===== config.mk =====
export PLATFORM = sky130hd
export DESIGN_NAME = rmii_phy_speed_ctrl_flat
export DESIGN_NICKNAME = d
export VERILOG_FILES = /design/src/rtl/rmii_phy_speed_ctrl_if.sv /design/src/rtl/rmii_phy_speed_ctrl.sv /design/src/flat_wrapper.sv
export SDC_FILE = /design/constraint.sdc
export NUM_CORES = 1
export LEC_CHECK = 0
export CAP_MARGIN = 30
export CORE_MARGIN = 1.5
export CORE_UTILIZATION = 24
export CTS_BUF_LIST = sky130_fd_sc_hd__clkbuf_4
export CTS_CLUSTER_SIZE = 40
export DETAILED_ROUTE_END_ITERATION = 6
export GPL_TIMING_DRIVEN = 0
export PLACE_DENSITY_LB_ADDON = 0.08
export SYNTH_ARGS = -nofsm -noshare
export SYNTH_HDL_FRONTEND = slang
export SYNTH_SLANG_ARGS = --single-unit

===== constraint.sdc =====
create_clock -name clk_50m -period 3.1 [get_ports clk_50m]
set_input_delay 0.62 -clock clk_50m [delete_from_list [all_inputs] [get_ports clk_50m]]
set_output_delay 0.62 -clock clk_50m [all_outputs]
set_load 0.05 [all_outputs]

===== src/rtl/rmii_phy_speed_ctrl_if.sv =====
// MDIO management bus between the speed controller (master) and the PHY pad side (slave).
interface rmii_phy_speed_ctrl_if;
  logic mdc;
  logic mdio_o;
  logic mdio_oe;
  logic mdio_i;

  modport master (output mdc, output mdio_o, output mdio_oe, input mdio_i);
  modport slave  (input mdc, input mdio_o, input mdio_oe, output mdio_i);
endinterface


===== src/rtl/rmii_phy_speed_ctrl.sv =====
// Polls an RMII PHY over MDIO for link and speed, then debounces the result and
// drives the bridge speed conduit and reset.
module rmii_phy_speed_ctrl #(
  parameter logic [4:0] PHY_ADDR    = 5'd0,
  parameter int         MDC_DIV     = 10,
  parameter int         POLL_CYCLES = 5_000_000,
  parameter logic [4:0] SPD_REG     = 5'd31,
  parameter int         SPD_BIT     = 3
) (
  input  logic                         clk_50m,
  input  logic                         rst_n,
  rmii_phy_speed_ctrl_if.master        mdio,
  output logic [2:0]                   eth_speed,
  output logic                         link_up,
  output logic                         bridge_rst_n,
  output logic                         phy_err
);
  localparam int DW = (MDC_DIV > 1) ? $clog2(MDC_DIV) : 1;

  typedef enum logic [1:0] {WAIT, RD_STAT, RD_SPD, EVAL} state_t;

  state_t        state_q, state_d;
  logic [22:0]   timer_q, timer_d;
  logic [2:0]    cand_q, cand_d;
  logic          err_q, err_d;
  logic          start;

  logic          busy_q, mdc_q, mdo_q, moe_q;
  logic [DW-1:0] div_q;
  logic [5:0]    bit_q, nxt_bit;
  logic          ta_q, lnk_q, spd_q;
  logic          tick, frame_done;
  logic [4:0]    reg_sel;
  logic [63:0]   frame_w;

  logic [2:0]    speed_q, prev_q;
  logic [4:0]    brst_q;
  logic          chg;

  // TA and data positions are ones so mdio_o idles high once released.
  assign reg_sel    = (state_q == RD_SPD) ? SPD_REG : 5'd1;
  assign frame_w    = {32'hFFFF_FFFF, 4'b0110, PHY_ADDR, reg_sel, 18'h3FFFF};
  assign tick       = busy_q && (div_q == DW'(MDC_DIV - 1));
  assign frame_done = tick && mdc_q && (bit_q == 6'd63);
  assign nxt_bit    = bit_q + 6'd1;

  always_ff @(posedge clk_50m or negedge rst_n) begin
    if (!rst_n) begin
      busy_q <= 1'b0;
      mdc_q  <= 1'b0;
      div_q  <= '0;
      bit_q  <= '0;
      mdo_q  <= 1'b1;
      moe_q  <= 1'b0;
      ta_q   <= 1'b1;
      lnk_q  <= 1'b0;
      spd_q  <= 1'b0;
    end else if (start) begin
      busy_q <= 1'b1;
      mdc_q  <= 1'b0;
      div_q  <= '0;
      bit_q  <= '0;
      mdo_q  <= frame_w[63];
      moe_q  <= 1'b1;
    end else if (busy_q) begin
      if (tick) begin
        div_q <= '0;
        mdc_q <= ~mdc_q;
        if (!mdc_q) begin
          // rising MDC: sample only the bits the FSM consumes
          if (bit_q == 6'd47)                ta_q  <= mdio.mdio_i;
          if (bit_q == 6'd61)                lnk_q <= mdio.mdio_i;
          if (bit_q == 6'(63 - SPD_BIT))     spd_q <= mdio.mdio_i;
        end else if (bit_q == 6'd63) begin
          busy_q <= 1'b0;
        end else begin
          bit_q <= nxt_bit;
          mdo_q <= frame_w[6'd63 - nxt_bit];
          moe_q <= (nxt_bit < 6'd46);
        end
      end else begin
        div_q <= div_q + 1'b1;
      end
    end
  end

  always_ff @(posedge clk_50m or negedge rst_n) begin
    if (!rst_n) begin
      state_q <= WAIT;
      timer_q <= '0;
      cand_q  <= 3'h0;
      err_q   <= 1'b0;
    end else begin
      state_q <= state_d;
      timer_q <= timer_d;
      cand_q  <= cand_d;
      err_q   <= err_d;
    end
  end

  // Timer resets to zero, so the first poll launches on the first cycle out of reset.
  always_comb begin
    state_d = state_q;
    timer_d = timer_q;
    cand_d  = cand_q;
    err_d   = err_q;
    start   = 1'b0;
    case (state_q)
      WAIT: begin
        if (timer_q == 23'd0) begin
          state_d = RD_STAT;
          start   = 1'b1;
        end else begin
          timer_d = timer_q - 23'd1;
        end
      end
      RD_STAT: begin
        if (frame_done) begin
          err_d = ta_q;
          if (ta_q || !lnk_q) begin
            cand_d  = 3'h0;
            state_d = EVAL;
          end else begin
            state_d = RD_SPD;
            start   = 1'b1;
          end
        end
      end
      RD_SPD: begin
        if (frame_done) begin
          err_d   = ta_q;
          cand_d  = ta_q ? 3'h0 : (spd_q ? 3'h2 : 3'h1);
          state_d = EVAL;
        end
      end
      EVAL: begin
        state_d = WAIT;
        timer_d = 23'(POLL_CYCLES - 1);
      end
      default: state_d = WAIT;
    endcase
  end

  assign chg = (state_q == EVAL) && (cand_q == prev_q) && (cand_q != speed_q);

  always_ff @(posedge clk_50m or negedge rst_n) begin
    if (!rst_n) begin
      speed_q <= 3'h0;
      prev_q  <= 3'h0;
      brst_q  <= '0;
    end else begin
      if (state_q == EVAL) prev_q <= cand_q;
      if (chg) begin
        speed_q <= cand_q;
        brst_q  <= 5'd16;
      end else if (brst_q != 5'd0) begin
        brst_q  <= brst_q - 5'd1;
      end
    end
  end

  assign mdio.mdc     = mdc_q;
  assign mdio.mdio_o  = mdo_q;
  assign mdio.mdio_oe = moe_q;
  assign eth_speed    = speed_q;
  assign link_up      = (speed_q != 3'h0);
  assign bridge_rst_n = (brst_q == 5'd0) && (speed_q != 3'h0);
  assign phy_err      = err_q;
endmodule


===== src/flat_wrapper.sv =====
// flat-port wrapper written by rule: the top's interface ports become plain ports
module rmii_phy_speed_ctrl_flat 
#(
  parameter logic [4:0] PHY_ADDR    = 5'd0,
  parameter int         MDC_DIV     = 10,
  parameter int         POLL_CYCLES = 5_000_000,
  parameter logic [4:0] SPD_REG     = 5'd31,
  parameter int         SPD_BIT     = 3
)
  (clk_50m, rst_n, eth_speed, link_up, bridge_rst_n, phy_err, mdio_mdc, mdio_mdio_o, mdio_mdio_oe, mdio_mdio_i);
  rmii_phy_speed_ctrl_if mdio_i ();
  input  logic clk_50m;
  input  logic rst_n;
  output logic [2:0] eth_speed;
  output logic link_up;
  output logic bridge_rst_n;
  output logic phy_err;
  output wire logic [$bits(mdio_i.mdc)-1:0] mdio_mdc;
  output wire logic [$bits(mdio_i.mdio_o)-1:0] mdio_mdio_o;
  output wire logic [$bits(mdio_i.mdio_oe)-1:0] mdio_mdio_oe;
  input wire logic [$bits(mdio_i.mdio_i)-1:0] mdio_mdio_i;
  assign mdio_mdc = mdio_i.mdc;
  assign mdio_mdio_o = mdio_i.mdio_o;
  assign mdio_mdio_oe = mdio_i.mdio_oe;
  assign mdio_i.mdio_i = mdio_mdio_i;
  rmii_phy_speed_ctrl #(.PHY_ADDR(PHY_ADDR), .MDC_DIV(MDC_DIV), .POLL_CYCLES(POLL_CYCLES), .SPD_REG(SPD_REG), .SPD_BIT(SPD_BIT)) u_core (.clk_50m(clk_50m), .rst_n(rst_n), .mdio(mdio_i), .eth_speed(eth_speed), .link_up(link_up), .bridge_rst_n(bridge_rst_n), .phy_err(phy_err));
endmodule

; Word-level counts from Yosys, hierarchy flattened
; Cells that the tools add are included.
[word_totals]
regBits = 57
inputBits = 3
out_inout_bits = 9
[classes]
add_sub_neg = 5
magnitude_cmp = 2
n_eq_ne = 16
n_mux = 48
bitwise = 2
n_reduce_logical = 29
[ops]
columns = op, count
row1 = $pmux W23 S2, 1
row2 = $mux W6, 5
row3 = $eq A6 B6 Y1 const B, 4
row4 = $logic_not A23 Y1, 1
row5 = $mux W1, 23
row6 = $mux W23, 1
row7 = $sub A23 B1 Y23 const B, 1
row8 = $mux W5, 3
row9 = $reduce_and A5 Y1, 3
row10 = $mux W3, 4
row11 = $mux W4, 3
row12 = $reduce_bool A2 Y1, 6
row13 = $ne A2 B1 Y1 const B, 5
row14 = $mux W2, 4
row15 = $pmux W2 S4, 1
row16 = $reduce_and A4 Y1, 2
row17 = $lt A6 B7 Y1 const B, 1
row18 = $add A6 B1 Y6 const B, 1
row19 = $bmux W1 S6, 1
row20 = $logic_and A1 B1 Y1, 6
row21 = $lt A6 B6 Y1 const B, 1
row22 = $pmux W3 S2, 1
row23 = $reduce_and A2 Y1, 3
row24 = $sub A6 B6 Y6 const A, 1
row25 = 18 further kinds, 20

; Longest topological paths before layout
[depth]
depth_word = 9
depth_mapped = 8
depth_no_buf = 7

; Worst setup path after synthesis
; OpenSTA, ideal clock, no wires.
[synth_timing]
path_kind = reg-to-output
from = reg u_core.brst_q[0]
to = out bridge_rst_n
t_arrival_ns = 1.809
required_ns = 2.480
path_slack_ns = 0.671
path_stages_with_launch = 5
n_path_buf = 0
cell_sequence = dfrtp_1 -> inv_1 -> ha_1 -> nor4b_1 -> and2_1
[synth_via]
elab_chain_cells = 2
[synth_lines]
columns = item, line_no
row1 = from (decl), rmii_phy_speed_ctrl.sv:37  ; logic [4:0] brst_q;
row2 = from (signal assigned), rmii_phy_speed_ctrl.sv:157  ; brst_q <= brst_q - 5'd1;
row3 = $logic_not A5 Y1, rmii_phy_speed_ctrl.sv:167  ; assign bridge_rst_n = (brst_q == 5'd0) && (speed_q != 3'h0);
row4 = $logic_and A1 B1 Y1, rmii_phy_speed_ctrl.sv:167
row5 = to (decl), flat_wrapper.sv:16  ; output logic bridge_rst_n;
; Every way passes these cells.

; Final worst setup path
; Ends and elaborated chain as after synthesis.

==> results.md <==
* Status: complete, no violations
* Initial antenna violation count at 1
* Clock sink count at 54
* R2R depth at 6
* Final hold slack at 0.235 ns
* Worst r2r dst: u_core.timer_q[17]
* Max-slew violations at 0
* Final setup margin at 0.286 ns
* Reg2reg setup slack at 0.59 ns
* Post_cts resized at 1
* Unique masters post-synth at 64
* DR vias/cell at 4.72
* Initial Utilization at 24.6%
* Largest net degree at the start of global routing at 55
* Post-Syn Nets at 360
* Setup Buffers After CTS at 0
* RSZ-0062 raised after global routing: no
* Hold Path Class: primary input to asynchronous set/reset pin
* EDFF count, synth at 0
* Dpl hpwl at 5.41 mm
* #FFs+latches synth at 54
* H-tree lvl count at 2
* PwrDens at 301 nW/um2
* R2R Path Start: u_core.timer_q[15]
* # port buffers at 10
* Predominant post-synthesis flop cell: dfrtp_1
* CTS max path bufs at 2
* Share of the synthesized area in the top cell type at 40.2%
* Synth area leader: dfrtp_1
* Final clock skew at 0.0373 ns
* DIE AREA at 14200 um2
* Cts hold-fix bufs at 0
* Min Tclk post-route at 2.81 ns
* # nets final at approximately 380
* Grt ovf at 0
* Global-route wire length before repair at ~13 mm
* CP Class: flop to output port
* Residual DRC at 0
* Placed insts at 531
* Clock Pin Slew Worst Setup and Hold Paths at 0.19 ns
* Rel. slew slack at a little over a third
* Cells after Synth at 344
* Overall routed net length at between 7 and 8 mm
* Warnings, synthesis at 0
* Final core utilization at a little over a quarter
* Clk_lat worst skew at 0.43 ns
* Top Ports at 12
* Fmax at 355 MHz
* Period utilisation layout at about 91%
* Share of layout cells above drive strength 1 at between 10% and 20%
* Setup violators final at 0
* Placed cell areas at 3560 um2
* Critical Path Start Type: flop
* Ys async rst share at 100%
* CP max-delay cell: dlygate4sd2_1
* Core Area at 13200 um2
* CTS tree: built
* Peak supply drop at ~0.00011 V
* Clock root buffer: clkbuf_4
* Vias at 2554
* Final Hold Vio Count at 0
* FP Rows at 42
* Worst EP required at 2.48 ns
* Vias in the first global route at approximately 2500
* Routed WL per cell at 14.5 um
* Non-Filler Instances at 541
* Final ANT Viol Nets at 0
* Leakage dissipation at 1.60 nW
* Slowest stage delay, CP at 0.52 ns
* CP Capture Type: output port
* Sequential cell area fraction in the yosys report at 41.8%
* Die Ht at between 100 and 150 um
* Cell Chain, Critical Path: inv_1, ha_1, nor4b_1, and2_1, dlygate4sd2_1
* Setup TNS at 0 ns
* Total power at 1.09 mW
* Total track usage at 12.2%
* Pre-antenna DRT Iters at 4
* Post-Syn Area at 3240 um2
* Placer Congestion at 0.715
* Syn Area/Cell at 9.42 um2
* CTS buffer count at 5
* Top post-synthesis cells by area: dfrtp_1 40%, ha_1 5.0%, a21oi_1 4.0%, nor2_1 3.8%, o21ai_0 3.4%
* Initial DRC Count at ~120
* Area added between synthesis and finish at 11.9%
* Max_cap viols at 0
* Final non-filler cell area at 3630 um2
* Worst-path maximum fanout at 3
* DP Worst Slack at 0.451 ns
* Chip Width at 119 um
* Critical path arrival at 2.19 ns
* Worst slew pin tran at 0.945 ns
[sequential cells by signal, indices dropped and copies added, names as in the netlist]
signal,cells
u_core.timer_q,23
u_core.bit_q,6
u_core.phy_err,1
u_core.mdio.mdc,1
u_core.prev_q,2
u_core.spd_q,1
u_core.state_q,2
u_core.div_q,4
u_core.cand_q,2
u_core.ta_q,1
u_core.busy_q,1
u_core.brst_q,5
u_core.eth_speed,2
u_core.mdio.mdio_oe,1
u_core.lnk_q,1
u_core.mdio.mdio_o,1
[critical path, delay by kind of cell, from the launching register on]
kind | cells | cell delay (ns)
simple gates | 2 | 0.60
fa+ha+maj | 1 | 0.15
buf+inv | 2 | 0.63
flops | 1 | 0.41
[cell families after synthesis]
kind of cell    share of synthesized area [%]
buf+inv                                  4.44
fa+ha+maj                                5.33
other cells                             0.116
compound gates                           17.5
flops                                    41.8
xor+xnor                                 4.59
mux                                      4.40
simple gates                             21.9
[per-layer routing]
metal | vias to the layer above | GRT usage [%] | wire length (um)
met5 | - | 0 | 0
met4 | 0 | 3.61 | 106
met3 | 5 | 3.11 | 232
met2 | 34 | 19.1 | 3580
met1 | 1239 | 16.6 | 3940
li1 | 1276 | - | -
[final cells by class]
type                    count  area [um2]
diodes                      2        5.00
plain buffers              17        87.6
clock buffers               7        52.6
clock inverters             1        7.51
fillers                  1390        9560
inverters                  15        56.3
multi-input cells         258        1740
flip-flops and latches     54        1350
well taps                 176         220
repair buffers             11         101
[worst max path at each step]
stage | from | endpoint | slack, ns | cells after the start
after global routing | u_core.brst_q[0] | bridge_rst_n | 0.05 | 5
after floorplan | u_core.brst_q[0] | bridge_rst_n | 0.67 | 4
after global placement | rst_n | u_core.bit_q[3] | -0.68 | 1
after detailed placement | u_core.brst_q[0] | bridge_rst_n | 0.45 | 5
final | u_core.brst_q[0] | bridge_rst_n | 0.29 | 5
after CTS | u_core.brst_q[0] | bridge_rst_n | 0.22 | 5
[cells in the mapped netlist, types with 7 or more instances]
library cell,count
ha_1,13
o31ai_1,7
inv_1,15
clkbuf_1,11
o21ai_0,22
dfrtp_1,52
nor3_1,8
a31oi_1,7
xor2_1,7
mux2_2,9
nand3_1,15
nor2_1,33
xnor2_1,10
a21oi_1,26
nand2_1,21
[power breakdown]
part           internal [mW]  switching [mW]  total, mW
Sequential             0.707         0.00184      0.709
Clock                  0.107           0.250      0.358
Combinational        0.00493          0.0195     0.0244
Total                  0.820           0.272       1.09
[placed cells by master (no fill, tap or decap), types with 5 or more instances in the layout]
| cell | synthesis | layout |
|---|---|---|
| dfrtp_1 | 52 | 52 |
| nor2_1 | 33 | 33 |
| a21oi_1 | 26 | 26 |
| o21ai_0 | 22 | 22 |
| nand2_1 | 21 | 21 |
| inv_1 | 15 | 15 |
| nand3_1 | 15 | 15 |
| ha_1 | 13 | 13 |
| clkbuf_1 | 11 | 11 |
| xnor2_1 | 10 | 10 |
| mux2_2 | 9 | 9 |
| nor3_1 | 8 | 8 |
| clkdlybuf4s50_1 | 0 | 8 |
| a31oi_1 | 7 | 7 |
| o31ai_1 | 7 | 7 |
| xor2_1 | 7 | 7 |
| clkbuf_4 | 0 | 7 |
| nand4_1 | 6 | 6 |
| o21a_1 | 6 | 6 |
| nor4_1 | 5 | 5 |
Note: power is estimated with default switching activity, not from simulation.
